==> config.mk <==
export PLATFORM = sky130hd
export DESIGN_NAME = ahb_rr_lock_arbiter
export DESIGN_NICKNAME = d
export VERILOG_FILES = /design/src/rtl/ahb_rr_lock_arbiter.sv
export SDC_FILE = /design/constraint.sdc
export NUM_CORES = 1
export LEC_CHECK = 0
export CORE_MARGIN = 5
export CORE_UTILIZATION = 56
export CTS_BUF_LIST = sky130_fd_sc_hd__clkbuf_2
export DETAILED_ROUTE_END_ITERATION = 7
export GPL_TIMING_DRIVEN = 0
export PLACE_DENSITY_LB_ADDON = 0.08
export SLEW_MARGIN = 20
export SYNTH_ARGS = -nofsm -noshare
export SYNTH_HDL_FRONTEND = slang
export SYNTH_SLANG_ARGS = --single-unit
==> constraint.sdc <==
create_clock -name i_bus_clk -period 5.4 [get_ports i_bus_clk]
set_clock_uncertainty 0.2 [all_clocks]
set_input_delay 1.35 -clock i_bus_clk [delete_from_list [all_inputs] [get_ports i_bus_clk]]
set_output_delay 1.35 -clock i_bus_clk [all_outputs]
set_load 0.005 [all_outputs]
==> src/rtl/ahb_rr_lock_arbiter.sv <==
// Registered AHB bus arbiter: round-robin or fixed priority, grant held across
// locked sequences, hold-time pre-emption and parking on a default master.
module ahb_rr_lock_arbiter #(
  parameter int MASTER_NUM = 4,
  parameter int ID_W       = 2,
  parameter int RR_MODE    = 1,
  parameter int MAX_HOLD   = 16,
  parameter int DEF_MASTER = 0
) (
  input  logic                            i_bus_clk,
  input  logic                            i_bus_rstn,
  input  logic [MASTER_NUM-1:0]           i_master_req,
  input  logic [MASTER_NUM-1:0]           i_master_lock,
  input  logic                            i_bus_hready,
  output logic [MASTER_NUM-1:0]           o_master_grant,
  output logic [ID_W-1:0]                 o_master_id,
  output logic                            o_grant_valid,
  output logic [$clog2(MAX_HOLD+1)-1:0]   o_hold_cnt
);

  localparam int HC_W = $clog2(MAX_HOLD + 1);
  localparam logic [MASTER_NUM-1:0] DEF_OH   = MASTER_NUM'(1) << DEF_MASTER;
  localparam logic [HC_W-1:0]       HOLD_MAX = HC_W'(MAX_HOLD);

  typedef enum logic {PARK, OWN} state_t;

  state_t                  state_q, state_d;
  logic [MASTER_NUM-1:0]   grant_q, grant_d;
  logic [MASTER_NUM-1:0]   ptr_q, ptr_d;
  logic [ID_W-1:0]         id_q, id_d;
  logic [HC_W-1:0]         hold_q, hold_d;

  logic                    owner_req, owner_lock, others_req;
  logic                    timeout, rearb;
  logic [MASTER_NUM-1:0]   cand, win;
  logic [ID_W-1:0]         win_id;

  assign owner_req  = |(i_master_req & grant_q);
  assign owner_lock = |(i_master_lock & grant_q);
  assign others_req = |(i_master_req & ~grant_q);

  // A locked owner is never pre-empted; only dropping its request releases it.
  assign timeout = (state_q == OWN) & owner_req & ~owner_lock &
                   (hold_q == HOLD_MAX) & others_req;
  assign rearb   = ((state_q == PARK) & (|i_master_req)) |
                   ((state_q == OWN) & ~owner_req) | timeout;
  assign cand    = timeout ? (i_master_req & ~grant_q) : i_master_req;

  generate
    if (RR_MODE != 0) begin : g_rr
      logic [2*MASTER_NUM-1:0] dbl, dbl_win;
      // Double-width trick: the carry out of ~req + ptr lands on the first
      // requester at or above the pointer, wrapping via the upper copy.
      assign dbl     = {cand, cand};
      assign dbl_win = dbl & (~dbl + {{MASTER_NUM{1'b0}}, ptr_q});
      assign win     = dbl_win[MASTER_NUM-1:0] | dbl_win[2*MASTER_NUM-1:MASTER_NUM];
    end else begin : g_fp
      assign win = cand & (~cand + MASTER_NUM'(1));
    end
  endgenerate

  always_comb begin
    win_id = '0;
    for (int i = 0; i < MASTER_NUM; i++) begin
      if (win[i]) win_id = ID_W'(i);
    end
  end

  always_comb begin
    state_d = state_q;
    grant_d = grant_q;
    id_d    = id_q;
    ptr_d   = ptr_q;
    hold_d  = hold_q;
    if (i_bus_hready) begin
      if (rearb) begin
        hold_d = '0;
        if (|cand) begin
          state_d = OWN;
          grant_d = win;
          id_d    = win_id;
          ptr_d   = {win[MASTER_NUM-2:0], win[MASTER_NUM-1]};
        end else begin
          state_d = PARK;
          grant_d = DEF_OH;
          id_d    = ID_W'(DEF_MASTER);
        end
      end else if (state_q == OWN) begin
        if (hold_q != HOLD_MAX) hold_d = hold_q + HC_W'(1);
      end else begin
        hold_d = '0;
      end
    end
  end

  always_ff @(posedge i_bus_clk or negedge i_bus_rstn) begin
    if (!i_bus_rstn) begin
      state_q <= PARK;
      grant_q <= DEF_OH;
      id_q    <= ID_W'(DEF_MASTER);
      ptr_q   <= MASTER_NUM'(1);
      hold_q  <= '0;
    end else begin
      state_q <= state_d;
      grant_q <= grant_d;
      id_q    <= id_d;
      ptr_q   <= ptr_d;
      hold_q  <= hold_d;
    end
  end

  assign o_master_grant = grant_q;
  assign o_master_id    = id_q;
  assign o_grant_valid  = (state_q == OWN);
  assign o_hold_cnt     = hold_q;

endmodule

# Word-level counts from Yosys, hierarchy flattened
# Index checks and enable logic that the tools add are counted.
[word_totals] output_inout_bits=12 register_bits=16
[classes] n_reduce_logical=8 addsub=2 mux=10 eq_ne=3 n_bitwise=18
[op_table] op="$reduce_or A4 Y1" n=5
[op_table] op="$mux W5" n=3
[op_table] op="$and A4 B4 Y4" n=3
[op_table] op="$add A8 B4 Y8" n=1
[op_table] op="$and A8 B8 Y8" n=1
[op_table] op="$mux W4" n=2
[op_table] op="$not A8 Y8" n=1
[op_table] op="$and A1 B1 Y1" n=6
[op_table] op="$mux W2" n=3
[op_table] op="$add A5 B1 Y5 const B" n=1
[op_table] op="$eq A5 B5 Y1 const B" n=1
[op_table] op="$ne A5 B5 Y1 const B" n=1
[op_table] op="$not A4 Y4" n=1
[op_table] op="$or A4 B4 Y4" n=1
[op_table] op="$reduce_and A2 Y1" n=2
[op_table] op="$ne A3 B1 Y1 const B" n=1
[op_table] op="$not A1 Y1" n=3
[op_table] op="$reduce_and A3 Y1" n=1
[op_table] op="$mux W1" n=2
[op_table] op="$or A1 B1 Y1" n=2

# Depth between registers and ports, before layout
# Gate-level depths: netlist of run 1.
[depth] depth_word=15 ltp_mapped=14

# Worst setup path before layout of run 1
# OpenSTA, ideal clock, no wires.
[synth_path] path_kind="in2reg" startpoint="input i_master_lock[0]" endpoint="register id_q[0], in the netlist o_master_id[0]" required_ps=5074 cell_stages=8 setup_slack_ps=1542 arrival_time_ps=3532 cell_sequence="a22oi_1 nand3_4 o31ai_2 ha_1 and3_1 a221o_1 o311a_1 a221o_1"
[synth_between] elab_chain_cells=15 elab_cells_between_ends=18 cone_classes="1 x add/sub; 5 x mux; 9 x bitwise; 3 x reduce/logical"
[synth_lines] element="start: declaration" line="13" source="input logic [MASTER_NUM-1:0] i_master_lock,"
[synth_lines] element="$and A4 B4 Y4 *" line="39" source="assign owner_lock = |(i_master_lock & grant_q);"
[synth_lines] element="$reduce_or A4 Y1 *" line="39"
[synth_lines] element="$not A1 Y1 *" line="43" source="assign timeout = (state_q == OWN) & owner_req & ~owner_lock &"
[synth_lines] element="$and A1 B1 Y1 * (2 in series)" line="43"
[synth_lines] element="$and A1 B1 Y1 *" line="44" source="(hold_q == HOLD_MAX) & others_req;"
[synth_lines] element="$mux W4" line="47" source="assign cand = timeout ? (i_master_req & ~grant_q) : i_master_req;"
[synth_lines] element="$not A8 Y8" line="55" source="assign dbl_win = dbl & (~dbl + {{MASTER_NUM{1'b0}}, ptr_q});"
[synth_lines] element="$add A8 B4 Y8" line="55"
[synth_lines] element="$and A8 B8 Y8" line="55"
[synth_lines] element="$or A4 B4 Y4" line="56" source="assign win = dbl_win[MASTER_NUM-1:0] | dbl_win[2*MASTER_NUM-1:MASTER_NUM];"
[synth_lines] element="$mux W1" line="65" source="if (win[i]) win_id = ID_W'(i);"
[synth_lines] element="$mux W2 (2 in series)" line="65"
[synth_lines] element="$mux W2" line="78" source="if (|cand) begin"
[synth_lines] element="end signal: assignment" line="100" source="id_q <= ID_W'(DEF_MASTER);"
[synth_lines] element="end signal: assignment" line="106" source="id_q <= id_d;"
[synth_lines] element="end: declaration" line="30" source="logic [ID_W-1:0] id_q, id_d;"
# Mark *: on every way between the ends. The rest lies on a longest branch, timed or not.
# A chain may end at the register's enable or synchronous reset.

# Worst setup path after layout of run 1
[layout_path] startpoint="input i_master_req[1]" endpoint="register id_q[0], in the netlist o_master_id[0]"
[layout_between] elab_chain_cells=15 elab_cells_between_ends=25 cone_classes="1 x add/sub; 5 x mux; 14 x bitwise; 5 x reduce/logical"
[layout_lines] element="start: declaration" line="12" source="input logic [MASTER_NUM-1:0] i_master_req,"
[layout_lines] element="$and A4 B4 Y4" line="38" source="assign owner_req = |(i_master_req & grant_q);"
[layout_lines] element="$reduce_or A4 Y1" line="38"
[layout_lines] element="$and A1 B1 Y1 (3 in series)" line="43"
[layout_lines] element="$and A1 B1 Y1" line="44"
[layout_lines] element="$mux W4" line="47"
[layout_lines] element="$not A8 Y8" line="55"
[layout_lines] element="$add A8 B4 Y8" line="55"
[layout_lines] element="$and A8 B8 Y8" line="55"
[layout_lines] element="$or A4 B4 Y4" line="56"
[layout_lines] element="$mux W1" line="65"
[layout_lines] element="$mux W2 (2 in series)" line="65"
[layout_lines] element="$mux W2" line="78"
# Several ways; a longest one is shown, not always the timed one.

==> impl_metrics.yaml, run 1 <==
critical_path:
  cp_max_fo: 4
  arrival_ns: 4.21
  crit_chain: "clkdlybuf4s50_1 -> nor2b_1 -> nor4_4 -> o31ai_1 -> ha_1 -> and3_1 -> a221o_1 -> o311a_1 -> a221o_1"
  crit_top_cell: "a221o_1"
  reg2reg_depth: 10
  cp_slowest_cell: "clkdlybuf4s50_1"
  worst_setup_path_start_kind: "input pin"
  regToRegSetupSlack_ns: 2.03
  r2r_start: "o_hold_cnt[1]"
  timing.rr.end: "o_master_id[0]"
  worst_path_largest_cell_delay_ns: 0.54
  endpoint_kind: "flop"
  cp.required_ns: 5.37
  path_class: "in2reg"
global_routing:
  grt.total_usage_pct: 18.6
  antenna_found_initial: 0
  grt_pass1_wl_um: 4000
  grt_max_degree: 17
  grt_pass1_vias: 919
  grt.overflow.total: 0
timing:
  worst_slack_ns: 1.16
  post-route-period-util_pct: 78.5
  grt_setup_unrepaired: "no"
  setup_viol: 0
  hold_viol: 0
  layout_min_cycle_time_ns: 4.24
  slew_headroom_pct: 55.1
  fmax_mhz: 236
  worstMarginPinSlew_ns: 0.672
  slew_violations: 0
  fin_tns_setup_ns: 0
detailed_routing:
  ant_nets: 0
  first_iter_violations: 22
  first_pass_iters: 4
  wl_per_cell_um: 14.8
  vias: 953
  viasPerCell: 5.81
  drt-total-wl_um: 2420
  drc: 0
synth:
  synthSimpleGateAreaFrac_pct: 25.2
  synth_nets: 129
  synth_adder_area_share_pct: 7.55
  synth_compound_area_share_pct: 23.1
  synth_top_family_by_area: "simple AND/OR/NAND/NOR gates"
  ys_ff_latch: 16
  ys_seq_area_share_pct: 36.8
  synth_largest_area_cell: "dfrtp_1"
  synth_cells: 112
  synth_edf_count: 0
  synthTopCellsByArea: "dfrtp_1 32%, nand2_1 7.6%, ha_1 5.7%"
  yosysMostFrequentCell: "nand2_1"
  synth_flop_cell: "dfrtp_1"
  async_reset_ff_share_pct: 100
  synth_top_area_share_pct: 32.0
  synth.distinct_cells: 39
  syn_area_um2: 1090
  synth_xor_area_share_pct: 0.801
  synthTopCellsByCount: "22 x nand2_1, 14 x dfrtp_1, 7 x nand3_1, 6 x a21o_1, 6 x inv_1"
  syn-mean-instance-area_um2: 9.76
  yosys_warnings: 0
  synthMuxAreaShare_pct: 2.40
final_layout:
  layout-drive-gt1-share_pct: 12.4
  n_antenna_cell: 0
  area_growth_pct: 24.6
  nets: 156
floorplanning:
  rows: 16
  ioPinCount: 23
  die_width_um: 54.2
  die-area_um2: 2940
  die_h_um: 54.2
  coreArea_um2: 1900
  start_util_pct: 57.5
power:
  switching_share_pct: 40.3
  internal-power_mw: 0.370
  pwr-share-clk_pct: 8.0
  p_sw_mw: 0.249
  power_mw: 0.619
  peakVddDrop_mv: 0.279
  p_per_area_nw_per_um2: 455
  p_leak_nw: 0.619
  p_seq_share_pct: 37.9
  combPwrFrac_pct: 54.1
worst_hold_path:
  min_from: "ptr_q[0]"
  hold_path.class: "reg2reg"
  min_to: "ptr_q[0]"
  holdPathStages: 2
cts:
  clock_latency_ns: 0.28
  cts_hold_buffers: 0
  clkTransAtPathRegs_ns: 0.13
  clk_path_buf_depth: 2
  cts_made_buffers: 3
  post_cts_resize_count: 0
  clkSinkCount: 16
  post_cts_buffers: 0
  cts_tree: "built"
  cts-root-buf: "clkbuf_2"
  cts-htree-levels: 1
placement:
  place_ws_ns: 0.857
  dp_hpwl_um: 1900
  port_buffers: 22
  place_congestion: 0.805
status:
  status: "finished, final reports clean"
job:
  maxCapViolCount: 0
## worst max-delay path, delay by kind of cell
| kind | cells | cell delay, ns |
|---|---|---|
| buf+inv | 1 | 0.54 |
| simple gates | 3 | 0.54 |
| compound gates | 4 | 1.41 |
| fa+ha+maj | 1 | 0.36 |
## registers in the layout (all words and copies together) (netlist names)
signal and cells:
o_hold_cnt 5, o_master_id 2, o_grant_valid 1, o_master_grant 4
ptr_q 4
## area by class of cell
class	count	area [um^2]
Multi-Input combinational cell	88	646
Clock buffer	3	15.0
Inverter	6	22.5
Sequential cell	16	403
Buffer	2	22.5
Fill cell	153	539
Timing Repair Buffer	22	220
Tap cell	27	33.8
## metrics by stage
stage / instances / utilization, % / area (um^2) / hold WS [ns]
finish: 164 / 71.6 / 1360 / 0.286
global route: 164 / 71.6 / 1360 / 0.302
CTS: 164 / 71.6 / 1360 / 0.288
detailed placement: 161 / 70.9 / 1350 / 0.268
global placement: 161 / 70.9 / 1350 / 0.264
floorplan: 112 / - / 1090 / 0.249
## worst max-delay path by stage
stage                           startpoint                 to  slack, ns  cells after the start
after CTS                  i_master_req[1]     o_master_id[0]       1.17                      9
after detailed placement  i_master_lock[0]     o_master_id[0]       0.86                      9
after global placement     i_master_req[1]     o_master_id[0]       0.91                      9
after global routing       i_master_req[1]  o_master_grant[3]       1.03                      9
final                      i_master_req[1]     o_master_id[0]       1.16                      9
after floorplan           i_master_lock[0]     o_master_id[0]       1.54                      8
## placed cells by master (no fill, tap or decap), types with 2 or more instances in the layout
cell type / n
o21ai_0: 2
ha_1: 5
nor3_1: 2
nand2_1: 22
dfrtp_1: 14
nor2b_1: 4
nor2_1: 4
a21oi_1: 3
a221o_1: 2
a22o_1: 3
buf_6: 2
clkbuf_2: 3
a21o_1: 6
inv_1: 6
dfstp_2: 2
nand3_1: 7
o31ai_1: 4
clkdlybuf4s50_1: 22
a22oi_1: 2
## cell families after synthesis
logic type | Yosys count
AND/OR/NAND/NOR | 49
AO/OA/AOI/OAI | 30
flip-flops | 16
buffers and inverters | 8
adder cells (fa/ha/maj) | 6
multiplexers | 2
XOR/XNOR | 1
## metal layers
| metal | part of all wire (%) | up-vias | GRT usage, % |
|---|---|---|---|
| met5 | 0 | - | 0 |
| met4 | 1.2 | 0 | 6.22 |
| met3 | 3.1 | 4 | 2.49 |
| met2 | 49 | 20 | 32.9 |
| met1 | 47 | 464 | 23.0 |
| li1 | - | 465 | - |
## power by group through the flow
stage / logic (mW) / clock network, mW / registers, mW
detailed placement: 0.335 / 0 / 0.236
floorplan: 0.216 / 0 / 0.222
global route: 0.369 / 0.0577 / 0.242
global placement: 0.325 / 0 / 0.233
finish: 0.335 / 0.0495 / 0.235
CTS: 0.338 / 0.0513 / 0.234
Note: power is estimated with default switching activity, not from simulation.
==> run 2: changes to the inputs <==
CORE_UTILIZATION = 47   (was 56)
clock period = 3.5 ns   (was 5.4 ns; I/O delays follow)
==> impl_metrics.yaml, run 2 (synthesis gave the netlist of run 1 again) <==
power:
  internal-power_mw: 0.610
  combPwrFrac_pct: 55.5
  pwr-share-clk_pct: 8.2
  p_per_area_nw_per_um2: 691
  switching_share_pct: 42.1
  p_sw_mw: 0.443
  p_leak_nw: 0.737
  power_mw: 1.05
  p_seq_share_pct: 36.3
  peakVddDrop_mv: 0.491
detailed_routing:
  drt-total-wl_um: 2980
  drc: 0
  wl_per_cell_um: 17.0
  first_pass_iters: 4
  ant_nets: 0
  viasPerCell: 5.92
  vias: 1036
  first_iter_violations: 40
timing:
  slew_headroom_pct: 49.7
  grt_setup_unrepaired: "no"
  fin_tns_setup_ns: 0
  slew_violations: 0
  worstMarginPinSlew_ns: 0.752
  hold_viol: 0
  whs_ns: 0.298
  setup_viol: 0
  layout_min_cycle_time_ns: 3.39
  post-route-period-util_pct: 96.8
  worst_slack_ns: 0.114
  fmax_mhz: 295
final_layout:
  layout-drive-gt1-share_pct: 25.9
  largest_reg_flops: 5
  layout_common_cells: "22 x nand2_1, 14 x clkdlybuf4s50_1, 14 x dfrtp_1"
  fillers: 191
  area_growth_pct: 39.4
  n_antenna_cell: 0
  mostFrequentLayoutCell: "nand2_1"
  final_core_util_pct: 68.9
  nets: 165
placement:
  port_buffers: 22
  dp_hpwl_um: 2010
  place_congestion: 0.804
  place_ws_ns: -0.575
cts:
  cts_made_buffers: 3
  cts-htree-levels: 1
  clkSinkCount: 16
  clk_path_buf_depth: 2
  cts-root-buf: "clkbuf_2"
  clkTransAtPathRegs_ns: 0.17
  cts_hold_buffers: 0
  clock_latency_ns: 0.29
  cts_tree: "built"
critical_path:
  cp_max_fo: 4
  endpoint_kind: "flop"
  arrival_ns: 3.38
  path_class: "in2reg"
  cp.required_ns: 3.50
  worst_setup_path_start_kind: "input pin"
worst_hold_path:
  hold_path.class: "reg2reg"
global_routing:
  grt_pass1_vias: 1051
  antenna_found_initial: 0
  grt_max_degree: 17
  grt.total_usage_pct: 19.0
  grt.overflow.total: 0
  grt_pass1_wl_um: 5080
floorplanning:
  die-area_um2: 3390
  rows: 17
  ioPinCount: 23
  coreArea_um2: 2210
  die_width_um: 58.2
  die_h_um: 58.2
  start_util_pct: 49.4
status:
  status: "finished, final reports clean"
job:
  maxCapViolCount: 0
[run 2: final timing paths]
check	slack, ns	endpoint	cells after the start	start
worst max-delay path	0.11	o_master_id[0]	10	i_master_req[0]
worst min-delay path	0.30	ptr_q[0]	2	ptr_q[0]
worst max register to register	0.28	o_master_id[0]	10	o_hold_cnt[0]
worst min register to register	0.30	ptr_q[0]	2	ptr_q[0]
max in group asynchronous	1.83	o_hold_cnt[4]	1	i_bus_rstn
min in group asynchronous	0.80	ptr_q[3]	1	i_bus_rstn
[run 2: critical path, stage by stage]
cell and delay [ns]:
dlygate4sd2_1 0.33, nor2b_4 0.22, nor4_4 0.04, buf_4 0.16
o31ai_4 0.28, ha_1 0.29, and3_1 0.17, a221o_1 0.37
o311a_1 0.37, a221o_1 0.27
[run 2: layout make-up]
| type | instances | area, um^2 | share of cell area, % |
|---|---|---|---|
| Multi-Input combinational cell | 88 | 737 | 48.4 |
| Sequential cell | 16 | 403 | 26.4 |
| Timing Repair Buffer | 31 | 285 | 18.7 |
| Tap cell | 28 | 35.0 | 2.30 |
| Buffer | 2 | 22.5 | 1.48 |
| Inverter | 6 | 22.5 | 1.48 |
| Clock buffer | 3 | 15.0 | 0.985 |
| Clock inverter | 1 | 3.75 | 0.246 |
[run 2: metrics by stage]
step           instance area [um^2]  cells
2_1_floorplan                  1090    112
3_3_place_gp                   1350    162
3_5_place_dp                   1350    162
4_1_cts                        1450    169
5_1_grt                        1520    175
6_report                       1520    175
[run 2: what timing repair did]
| action | CTS | global route |
|---|---|---|
| buffers inserted | 3 | 6 |
| gates resized for setup | 19 | 11 |
| hold endpoints to repair | 0 | 0 |
| endpoints found under the setup margin | 8 | 2 |
| pin swaps | 5 | 10 |
[run 2: power groups by stage]
stage,combinational [mW],sequential [mW],clock [mW]
3_5_place_dp,0.521,0.363,0
3_3_place_gp,0.504,0.359,0
4_1_cts,0.559,0.374,0.0891
6_report,0.584,0.382,0.0865
5_1_grt,0.641,0.395,0.0972
2_1_floorplan,0.334,0.343,0
[run 2: layer usage]
metal  up-vias  GRT usage [%]  wire (um)
met5         -              0          0
met4         0           5.30         74
met3        10           2.45        177
met2        46           31.6       1390
met1       499           25.9       1330
li1        481              -          -
